### src/rtl/servo_pwm_pkg.sv
// -----------------------------------------------------------------------------
// servo_pwm_pkg
// Shared constants and elaboration-time helpers for the servo PWM generator.
// Converts the microsecond-based timing parameters into clock-cycle counts,
// sizes the counters, and provides the centre-position reset value.
// No ports (package).
// -----------------------------------------------------------------------------
package servo_pwm_pkg;

    // Whole clock cycles per microsecond times a duration in microseconds.
    // The per-microsecond rate is floored first so every derived count uses
    // the same integer clock rate.
    function automatic int cyc_from_us(input int clk_hz, input int us);
        return (clk_hz / 1000000) * us;
    endfunction

    // Length of one servo frame in clock cycles.
    function automatic int frame_cyc(input int clk_hz, input int frame_us);
        return cyc_from_us(clk_hz, frame_us);
    endfunction

    // Length of the minimum-pulse phase (position 0) in clock cycles.
    function automatic int min_cyc(input int clk_hz, input int min_us);
        return cyc_from_us(clk_hz, min_us);
    endfunction

    // Clock cycles per position step; floored, so full scale may fall a little
    // short of the nominal maximum pulse width.
    function automatic int tick_cyc(input int clk_hz, input int min_us,
                                    input int max_us, input int res);
        return (cyc_from_us(clk_hz, max_us) - cyc_from_us(clk_hz, min_us)) >> res;
    endfunction

    // Bits needed for a counter running 0..n-1, never less than one bit.
    function automatic int cnt_w(input int n);
        return (n <= 2) ? 1 : $clog2(n);
    endfunction

    // Mid-scale position, used as the reset value of every channel.
    function automatic int centre_pos(input int res);
        return 1 << (res - 1);
    endfunction

endpackage

### src/rtl/servo_pwm_timebase.sv
// -----------------------------------------------------------------------------
// servo_pwm_timebase
// Shared frame timebase for all servo channels. Owns the frame counter fc,
// the tick prescaler tc and the tick index pt.
//   clk        in  : clock
//   res        in  : asynchronous active-high reset
//   bnd        out : high while fc == 0, i.e. the cycle whose edge starts a frame
//   min_phase  out : high while fc is inside the minimum-pulse phase
//   pt         out : tick index after the minimum phase, saturating at max
// -----------------------------------------------------------------------------
module servo_pwm_timebase
    import servo_pwm_pkg::*;
#(
    parameter int FRAME_CYC = 1000000,
    parameter int MIN_CYC   = 50000,
    parameter int TICK_CYC  = 195,
    parameter int RES       = 8
) (
    input  logic           clk,
    input  logic           res,
    output logic           bnd,
    output logic           min_phase,
    output logic [RES-1:0] pt
);

    localparam int FCW = cnt_w(FRAME_CYC);
    localparam int TCW = cnt_w(TICK_CYC);

    localparam logic [FCW-1:0] FC_LAST = FCW'(FRAME_CYC - 1);
    localparam logic [FCW-1:0] FC_MIN  = FCW'(MIN_CYC);
    localparam logic [TCW-1:0] TC_LAST = TCW'(TICK_CYC - 1);
    localparam logic [RES-1:0] PT_MAX  = '1;

    logic [FCW-1:0] fc;
    logic [TCW-1:0] tc;

    // Reset leaves fc at 0, so the first edge after reset is a frame boundary.
    assign bnd       = (fc == '0);
    assign min_phase = (fc < FC_MIN);

    // Frame counter wraps every FRAME_CYC cycles. The prescaler and tick index
    // are held at zero during the minimum phase so the variable part of every
    // pulse starts from a clean tick. The tick index saturates instead of
    // wrapping so a full-scale channel cannot see a second pulse late in the
    // frame.
    always_ff @(posedge clk or posedge res) begin
        if (res) begin
            fc <= '0;
            tc <= '0;
            pt <= '0;
        end else begin
            fc <= (fc == FC_LAST) ? '0 : fc + 1'b1;
            if (min_phase) begin
                tc <= '0;
                pt <= '0;
            end else if (tc == TC_LAST) begin
                tc <= '0;
                if (pt != PT_MAX) begin
                    pt <= pt + 1'b1;
                end
            end else begin
                tc <= tc + 1'b1;
            end
        end
    end

endmodule

### src/rtl/servo_pwm_gen.sv
// -----------------------------------------------------------------------------
// servo_pwm_gen
// Multi-channel hobby-servo PWM generator. All channels share one frame;
// positions are written into shadow registers and become active only at a
// frame boundary, so a pulse is never cut short or stretched mid-frame.
//   clk            in  : clock
//   res            in  : asynchronous active-high reset
//   pos_i          in  : packed positions, channel k at [k*RES +: RES]
//   pos_we_i       in  : write strobe, captures all of pos_i into the shadow
//   ch_en_i        in  : per-channel enable, sampled at each frame boundary
//   servo_o        out : registered PWM outputs
//   frame_start_o  out : one-cycle pulse at each frame start
//   upd_pending_o  out : a written update has not yet fully reached the outputs
// Optional build macro: SERVO_PWM_RAMP_EN - when defined, active positions move
// toward the shadow by at most RAMP_STEP per frame instead of jumping.
// -----------------------------------------------------------------------------
module servo_pwm_gen
    import servo_pwm_pkg::*;
#(
    parameter int CHANNELS     = 18,
    parameter int RES          = 8,
    parameter int CLK_HZ       = 50000000,
    parameter int FRAME_US     = 20000,
    parameter int PULSE_MIN_US = 1000,
    parameter int PULSE_MAX_US = 2000,
    parameter int RAMP_STEP    = 4
) (
    input  logic                    clk,
    input  logic                    res,
    input  logic [CHANNELS*RES-1:0] pos_i,
    input  logic                    pos_we_i,
    input  logic [CHANNELS-1:0]     ch_en_i,
    output logic [CHANNELS-1:0]     servo_o,
    output logic                    frame_start_o,
    output logic                    upd_pending_o
);

    localparam int FRAME_CYC = frame_cyc(CLK_HZ, FRAME_US);
    localparam int MIN_CYC   = min_cyc(CLK_HZ, PULSE_MIN_US);
    localparam int TICK_CYC  = tick_cyc(CLK_HZ, PULSE_MIN_US, PULSE_MAX_US, RES);

    localparam logic [RES-1:0] CENTRE = RES'(centre_pos(RES));

    // Reject configurations where a position step rounds to zero cycles or a
    // full-scale pulse would not fit inside the frame.
    if (TICK_CYC < 1 || MIN_CYC + (2**RES - 1) * TICK_CYC >= FRAME_CYC) begin : g_bad_timing
        $error("servo_pwm_gen: pulse range does not fit in the frame");
    end
    if (CHANNELS < 1 || CHANNELS > 64 || RAMP_STEP < 1) begin : g_bad_params
        $error("servo_pwm_gen: CHANNELS must be 1..64 and RAMP_STEP at least 1");
    end

    logic [CHANNELS-1:0][RES-1:0] shadow;
    logic [CHANNELS-1:0][RES-1:0] act;
    logic [CHANNELS-1:0][RES-1:0] act_next;
    logic [CHANNELS-1:0][RES-1:0] pos_eff;
    logic [CHANNELS-1:0]          act_en;
    logic [CHANNELS-1:0]          en_eff;
    logic [CHANNELS-1:0]          servo_d;
    logic                         pend;
    logic                         bnd;
    logic                         min_phase;
    logic [RES-1:0]               pt;

    servo_pwm_timebase #(
        .FRAME_CYC (FRAME_CYC),
        .MIN_CYC   (MIN_CYC),
        .TICK_CYC  (TICK_CYC),
        .RES       (RES)
    ) u_timebase (
        .clk       (clk),
        .res       (res),
        .bnd       (bnd),
        .min_phase (min_phase),
        .pt        (pt)
    );

`ifdef SERVO_PWM_RAMP_EN
    localparam int             STEP_LIM = (RAMP_STEP > 2**RES - 1) ? 2**RES - 1 : RAMP_STEP;
    localparam logic [RES-1:0] STEP     = RES'(STEP_LIM);

    // Each channel closes the gap to its shadow by at most STEP per frame and
    // lands exactly on the shadow value once it is within one step.
    always_comb begin
        act_next = act;
        for (int k = 0; k < CHANNELS; k++) begin
            if (shadow[k] > act[k]) begin
                act_next[k] = (shadow[k] - act[k] > STEP) ? act[k] + STEP : shadow[k];
            end else if (shadow[k] < act[k]) begin
                act_next[k] = (act[k] - shadow[k] > STEP) ? act[k] - STEP : shadow[k];
            end
        end
    end
`else
    assign act_next = shadow;
`endif

    // In the boundary cycle the active registers are only just being loaded,
    // so the output decode uses the incoming values. This lets every enabled
    // channel rise in the same cycle as frame_start_o, including the very
    // first frame after reset.
    assign en_eff  = bnd ? ch_en_i  : act_en;
    assign pos_eff = bnd ? act_next : act;

    for (genvar k = 0; k < CHANNELS; k++) begin : g_ch
        assign servo_d[k] = en_eff[k] & (min_phase | (pt < pos_eff[k]));
    end

    // Shadow capture and boundary transfer. A write in the boundary cycle
    // still lands in the shadow while the boundary takes the previous shadow,
    // so pending stays set and the new value goes out one frame later.
    always_ff @(posedge clk or posedge res) begin
        if (res) begin
            shadow <= {CHANNELS{CENTRE}};
            act    <= {CHANNELS{CENTRE}};
            act_en <= '0;
            pend   <= 1'b0;
        end else begin
            if (pos_we_i) begin
                shadow <= pos_i;
            end
            if (bnd) begin
                act    <= act_next;
                act_en <= ch_en_i;
            end
            if (pos_we_i) begin
                pend <= 1'b1;
            end else if (bnd) begin
                pend <= (act_next != shadow);
            end
        end
    end

    // Registered outputs, one cycle behind the timebase state.
    always_ff @(posedge clk or posedge res) begin
        if (res) begin
            servo_o       <= '0;
            frame_start_o <= 1'b0;
        end else begin
            servo_o       <= servo_d;
            frame_start_o <= bnd;
        end
    end

    assign upd_pending_o = pend;

endmodule

### config.mk
export PLATFORM = sky130hd
export DESIGN_NAME = servo_pwm_gen
export DESIGN_NICKNAME = d
export VERILOG_FILES = /design/src/rtl/servo_pwm_pkg.sv /design/src/rtl/servo_pwm_timebase.sv /design/src/rtl/servo_pwm_gen.sv
export SDC_FILE = /design/constraint.sdc
export NUM_CORES = 1
export LEC_CHECK = 0
export ABC_AREA = 1
export ABC_CLOCK_PERIOD_IN_PS = 22800
export CORE_MARGIN = 2
export CORE_UTILIZATION = 38
export DETAILED_ROUTE_END_ITERATION = 8
export DONT_BUFFER_PORTS = 1
export PLACE_DENSITY = 0.63
export SETUP_SLACK_MARGIN = 0.4
export SLEW_MARGIN = 20
export SYNTH_ARGS = -nofsm -noshare
export SYNTH_HDL_FRONTEND = slang
export SYNTH_SLANG_ARGS = --single-unit
export TNS_END_PERCENT = 50
### constraint.sdc
create_clock -name clk -period 22.8 [get_ports clk]
set_clock_uncertainty 0.2 [all_clocks]
set_input_delay 3.42 -clock clk [delete_from_list [all_inputs] [get_ports clk]]
set_output_delay 3.42 -clock clk [all_outputs]
set_load 0.01 [all_outputs]
==> impl_metrics.env, run 1 <==
export IMPL_status="finished clean"
export IMPL_max_slew_margin_pct=26.99
export IMPL_cp_num_cells=2
export IMPL_cp_slowest_cell="buf_12"
export IMPL_hold_violations=0
export IMPL_postSynthAreaPerCell_um2=8.556
export IMPL_drtPass1Iterations=8
export IMPL_grt_use_total_pct=17.82
export IMPL_hpwl_um=27120
export IMPL_ys_seq_area_share_pct=52.00
export IMPL_initial_core_util_pct=38.57
export IMPL_synth_top_area_cell="dfrtp_1"
export IMPL_antenna_found_initial=0
export IMPL_finalSetupTns_ns=0
export IMPL_worst_pin_slew_ns=1.095
export IMPL_crit_required_ns=23.11
export IMPL_place_congestion=0.8222
export IMPL_fmax_ghz=0.2130
export IMPL_synth_commonest_cells="nand2_1, inv_1, dfrtp_1, o21ai_0, ha_1"
export IMPL_area_delta_synth_final_pct=10.82
export IMPL_drtAntennaViolNets=0
export IMPL_grt_max_degree=272
export IMPL_insertedDiodeCount=0
export IMPL_holdBufCountCts=0
export IMPL_yosys_top_cells_area="dfrtp_1, nand2_1, ha_1"
export IMPL_design_final_nets=2320
export IMPL_ys_types=39
export IMPL_core_area_mm2=0.04538
export IMPL_cts_root_buf="clkbuf_16"
export IMPL_grt_pass1_vias=12830
export IMPL_die_area_mm2=0.04780
export IMPL_overflow=0
export IMPL_path_clk_slew_ns=0.05
export IMPL_whs_endpoint="act_next[101]"
export IMPL_timing_rr_start="u_timebase.fc[0]"
export IMPL_syn_area_mm2=0.01751
export IMPL_post_cts_buffers=0
export IMPL_synth_flop_cell="dfrtp_1"
export IMPL_via_per_inst=4.736
export IMPL_critPathCaptureType="async pin"
export IMPL_syn_inst=2046
export IMPL_cts_tree="yes"
export IMPL_clock_sinks=362
export IMPL_postLayoutCellArea_mm2=0.01940
export IMPL_whs_path_depth=2
export IMPL_hold_class="register to register"
export IMPL_reg2regPathDepth=15
export IMPL_crit_family="buffers and inverters"
export IMPL_syn_num_nets=2342
export IMPL_setup_viol=0
export IMPL_synth_most_common_cell="nand2_1"
export IMPL_critPathKind="input pin to async pin"
export IMPL_critPathMaxFanout=181
export IMPL_p_leak_nw=10.69
export IMPL_rows=78
export IMPL_synth_top_area_share_pct=46.60
export IMPL_reg2reg_slack_ns=18.34
export IMPL_num_vias=12580
export IMPL_fill_cells=4489
export IMPL_startpoint_type="input pin"
export IMPL_cts_buffers=42
export IMPL_yosysWarningCount=0
export IMPL_dp_slack_ns=17.46
export IMPL_routedWlPerCell_um=15.53
export IMPL_arrival_ns=5.01
export IMPL_io_buffer_count=0
export IMPL_period_minus_slack_ns=4.694
export IMPL_critical_path_buf_inv_count=2
export IMPL_rsz0062_at_grt="false"
export IMPL_drc=0
export IMPL_critPathMaxStageDelay_ns=0.67
export IMPL_drt_wl_total_um=41280
export IMPL_die_y_um=218.6
export IMPL_drt_initial_drc_count=786
export IMPL_synth_edf_count=0
export IMPL_clock_latency_ns=0.55
export IMPL_cts_resized=0
export IMPL_drive_gt1_share_pct=7.778
export IMPL_ir_worst_vdd_uv=54.36
export IMPL_clock_path_buffers=3
export IMPL_min_from="act_next[101]"
export IMPL_place_area_mm2=0.01802
export IMPL_drv_slew=0
export IMPL_ios=185
export IMPL_p_per_area_mw_per_mm2=75.30
export IMPL_grt_pass1_wl_um=66960
export IMPL_ys_seq_elements=362
export IMPL_setup_slack_ns=18.11
export IMPL_synthArstFlopShare_pct=100.0
export IMPL_crit_path_cell_trace="inv_8 -> buf_12"
export IMPL_die_w_um=218.6
export IMPL_cts_max_level=2
export IMPL_cap_viol_max_count=0
export IMPL_finalCritPeriodShare_pct=20.59
export IMPL_reg2reg_to="servo_o[12]"
-- layout make-up --
class | count | area (um2) | share of cell area, %
Tap cell | 600 | 750.7 | 3.870
Clock buffer | 65 | 1249 | 6.437
Multi-Input combinational cell | 1239 | 6706 | 34.57
Timing Repair Buffer | 6 | 57.56 | 0.2967
Inverter | 373 | 1408 | 7.256
Clock inverter | 12 | 120.1 | 0.6192
Sequential cell | 362 | 9109 | 46.95
-- layer usage --
metal / vias up / share of wire, % / track usage, %
met1: 5903 / 46 / 22.89
met3: 80 / 4.5 / 3.076
met2: 252 / 46 / 29.37
met4: 0 / 4.0 / 8.050
li1: 6349 / - / -
met5: - / 0 / 0
-- state kept, by name, indices dropped and copies added, names as in the netlist --
signal	flops
u_timebase.pt	8
servo_o	18
u_timebase.fc	20
act_en	18
frame_start_o	1
u_timebase.tc	8
act_next	144
act	144
upd_pending_o	1
-- report_power, final --
part	total [mW]	internal, mW	switching (mW)
Clock	0.667	0.400	0.268
Sequential	0.700	0.688	0.0126
Combinational	0.0929	0.0300	0.0629
Total	1.46	1.12	0.343
-- layout by cell type (no fill, tap or decap), drive strengths merged, types with 2 or more instances in the layout --
| master | count |
|---|---|
| dfrtp | 326 |
| xnor2 | 2 |
| nor4 | 3 |
| buf | 6 |
| nor2 | 75 |
| clkinv | 9 |
| dfstp | 36 |
| a21oi | 66 |
| xor2 | 9 |
| a211oi | 19 |
| or2 | 19 |
| clkbuf | 65 |
| bufinv | 2 |
| nand2 | 563 |
| ha | 131 |
| nand4 | 23 |
| o21ai | 260 |
| nand3b | 2 |
| inv | 373 |
| and2 | 18 |
| nand3 | 33 |
| nor3 | 10 |
-- cell families after synthesis --
| kind of cell | count (synthesis) | share of synthesized area [%] |
|---|---|---|
| AO/OA/AOI/OAI | 350 | 10.57 |
| XOR/XNOR | 11 | 0.5504 |
| flip-flops | 362 | 52.00 |
| adder cells (fa/ha/maj) | 131 | 9.363 |
| AND/OR/NAND/NOR | 747 | 17.73 |
| buffers and inverters | 445 | 9.785 |
-- stage by stage --
step           hold slack, ns  power, mW  instances  util, %
4_1_cts                0.2690      1.485       2657    42.73
2_1_floorplan          0.2367     0.7850       2046        -
5_1_grt                0.2926      1.530       2657    42.75
3_5_place_dp           0.2550     0.8068       2580    39.71
3_3_place_gp           0.2507     0.8019       2580    39.71
6_report               0.2658      1.461       2657    42.75
-- worst max path at each step --
stage / slack, ns / end / start
6_report: 18.11 / act_en[15] / res
5_1_grt: 17.79 / u_timebase.pt[4] / res
4_1_cts: 17.93 / servo_o[12] / u_timebase.fc[11]
3_5_place_dp: 17.46 / u_timebase.pt[5] / res
3_3_place_gp: 17.58 / act[32] / res
2_1_floorplan: 9.19 / act[0] / res
Power figures use the tool's default switching activity.
==> run 2: changes to the inputs <==
--- a/config.mk
+++ b/config.mk
@@ -6,12 +6,12 @@
 export NUM_CORES = 1
 export LEC_CHECK = 0
 export ABC_AREA = 1
-export ABC_CLOCK_PERIOD_IN_PS = 22800
+export ABC_CLOCK_PERIOD_IN_PS = 4150
 export CORE_MARGIN = 2
 export CORE_UTILIZATION = 38
 export DETAILED_ROUTE_END_ITERATION = 8
 export DONT_BUFFER_PORTS = 1
-export PLACE_DENSITY = 0.63
+export PLACE_DENSITY = 0.65
 export SETUP_SLACK_MARGIN = 0.4
 export SLEW_MARGIN = 20
 export SYNTH_ARGS = -nofsm -noshare
==> constraint.sdc (replaced) <==
create_clock -name clk -period 4.15 [get_ports clk]
set_clock_uncertainty 0.2 [all_clocks]
set_input_delay 0.6225 -clock clk [delete_from_list [all_inputs] [get_ports clk]]
set_output_delay 0.6225 -clock clk [all_outputs]
set_load 0.01 [all_outputs]
==> impl_metrics.env, run 2 (synthesized netlist as in run 1, its figures left out) <==
export IMPL_status="finished clean"
export IMPL_drt_wl_total_um=44630
export IMPL_p_leak_nw=11.33
export IMPL_design_final_nets=2463
export IMPL_grt_max_degree=183
export IMPL_p_per_area_mw_per_mm2=393.5
export IMPL_crit_path_cell_trace="inv_1 -> ha_1 -> nand2_1 -> nor2_4 -> nand3_4 -> inv_2 -> or2_2 -> o21ai_0 -> ha_1 -> a21oi_1 -> nor2_1 -> a211oi_1 -> nand2_1 -> a21oi_2"
export IMPL_finalCritPeriodShare_pct=80.11
export IMPL_critPathMaxFanout=33
export IMPL_area_delta_synth_final_pct=19.29
export IMPL_setup_viol=0
export IMPL_ios=185
export IMPL_final_cell_mix="nand2_1, inv_1, dfrtp_1"
export IMPL_num_vias=13380
export IMPL_cts_root_buf="clkbuf_16"
export IMPL_insertedDiodeCount=0
export IMPL_fmax_ghz=0.3008
export IMPL_crit_required_ns=4.42
export IMPL_cap_viol_max_count=0
export IMPL_antenna_found_initial=1
export IMPL_period_minus_slack_ns=3.325
export IMPL_reg2regPathDepth=14
export IMPL_cts_max_level=2
export IMPL_drt_initial_drc_count=726
export IMPL_place_congestion=0.8424
export IMPL_drive_gt1_share_pct=7.825
export IMPL_final_common_cell="nand2_1"
export IMPL_hold_violations=0
export IMPL_cts_tree="yes"
export IMPL_grt_use_total_pct=19.09
export IMPL_cts_buffers=42
export IMPL_core_area_mm2=0.04538
export IMPL_path_clk_slew_ns=0.06
export IMPL_worst_pin_slew_ns=0.9700
export IMPL_clock_sinks=362
export IMPL_startpoint_type="register"
export IMPL_clock_path_buffers=3
export IMPL_initial_core_util_pct=38.57
export IMPL_grt_pass1_wl_um=71500
export IMPL_clock_latency_ns=0.55
export IMPL_layout_core_utilization_pct=46.02
export IMPL_routedWlPerCell_um=15.95
export IMPL_finalSetupTns_ns=0
export IMPL_drtAntennaViolNets=0
export IMPL_drv_slew=0
export IMPL_max_slew_margin_pct=34.93
export IMPL_die_w_um=218.6
export IMPL_rows=78
export IMPL_grt_pass1_vias=13680
export IMPL_critPathKind="register to register"
export IMPL_hold_class="input pin to register"
export IMPL_hpwl_um=28570
export IMPL_io_buffer_count=0
export IMPL_critPathCaptureType="register"
export IMPL_cp_slowest_cell="inv_2"
export IMPL_ir_worst_vdd_uv=289.1
export IMPL_overflow=0
export IMPL_critPathMaxStageDelay_ns=0.61
export IMPL_drc=0
export IMPL_drtPass1Iterations=6
export IMPL_whs_path_depth=2
export IMPL_die_y_um=218.6
export IMPL_rsz0062_at_grt="false"
export IMPL_via_per_inst=4.783
export IMPL_arrival_ns=3.59
export IMPL_die_area_mm2=0.04780
-- run 2: cell types whose count changed in the layout (fill, tap and decap cells not counted), sizes merged --
cell	delta
buf	+14
clkinvlp	+2
dlygate4sd3	+129
inv	-1
clkbuf	-5
bufinv	+2
-- run 2: timing repair --
item,in CTS,in global routing
endpoints found under the hold margin,163,0
setup buffers,0,0
resized for setup,0,0
hold buffers,130,0
-- run 2: layout make-up --
type	instances	area, um2
multi-input cells	1239	6701
repair buffers	149	1536
clock buffers	60	1200
clock inverters	15	183.9
well taps	600	750.7
flip-flops and latches	362	9106
inverters	373	1404
fillers	4243	24500
-- run 2: report_power, final --
group / total [mW] / internal (mW) / switching (mW) / leakage, nW
clock: 3.72 / 2.26 / 1.46 / 0.679
sequential: 3.85 / 3.78 / 0.0734 / 4.25
combinational: 0.643 / 0.256 / 0.388 / 6.40
total: 8.22 / 6.29 / 1.93 / 11.3
-- run 2: path summary, 6_finish.rpt --
kind,from,to,slack [ns]
hold / removal,pos_i[103],act_next[103],0.02
max in group asynchronous,res,act_next[138],2.22
setup reg to reg,u_timebase.fc[0],servo_o[1],0.83
min in group asynchronous,res,act_next[42],0.50
setup / recovery,u_timebase.fc[0],servo_o[1],0.83
hold reg to reg,act_next[29],act_next[29],0.27
-- run 2: critical path, delay by kind of cell (launching register included) --
family | cells | cell delay [ns]
AO/OA/AOI/OAI | 4 | 0.59
adder cells (fa/ha/maj) | 2 | 0.46
flip-flops | 1 | 0.40
buffers and inverters | 2 | 0.70
AND/OR/NAND/NOR | 6 | 0.88
-- run 2: through the flow --
| step | setup slack [ns] | cells | hold slack, ns | area, um2 | power, mW |
|---|---|---|---|---|---|
| 6_report | 0.8253 | 2798 | 0.01739 | 20880 | 8.218 |
| 5_1_grt | 0.5308 | 2798 | 0.003018 | 20880 | 8.617 |
| 4_1_cts | 0.7810 | 2798 | 0.0003980 | 20880 | 8.340 |
| 3_5_place_dp | 0.8295 | 2593 | 0.2538 | 18180 | 4.445 |
| 3_3_place_gp | 0.9704 | 2593 | 0.2532 | 18180 | 4.415 |
| 2_1_floorplan | -1.497 | 2046 | 0.2367 | 17510 | 4.314 |
-- run 2: routing by layer --
layer	global-route usage, %	routed length, um	share of wire (%)
met3	3.730	1939	4.3
met5	0	0	0
met4	7.914	1863	4.2
met1	24.02	19650	44
met2	32.06	21180	47
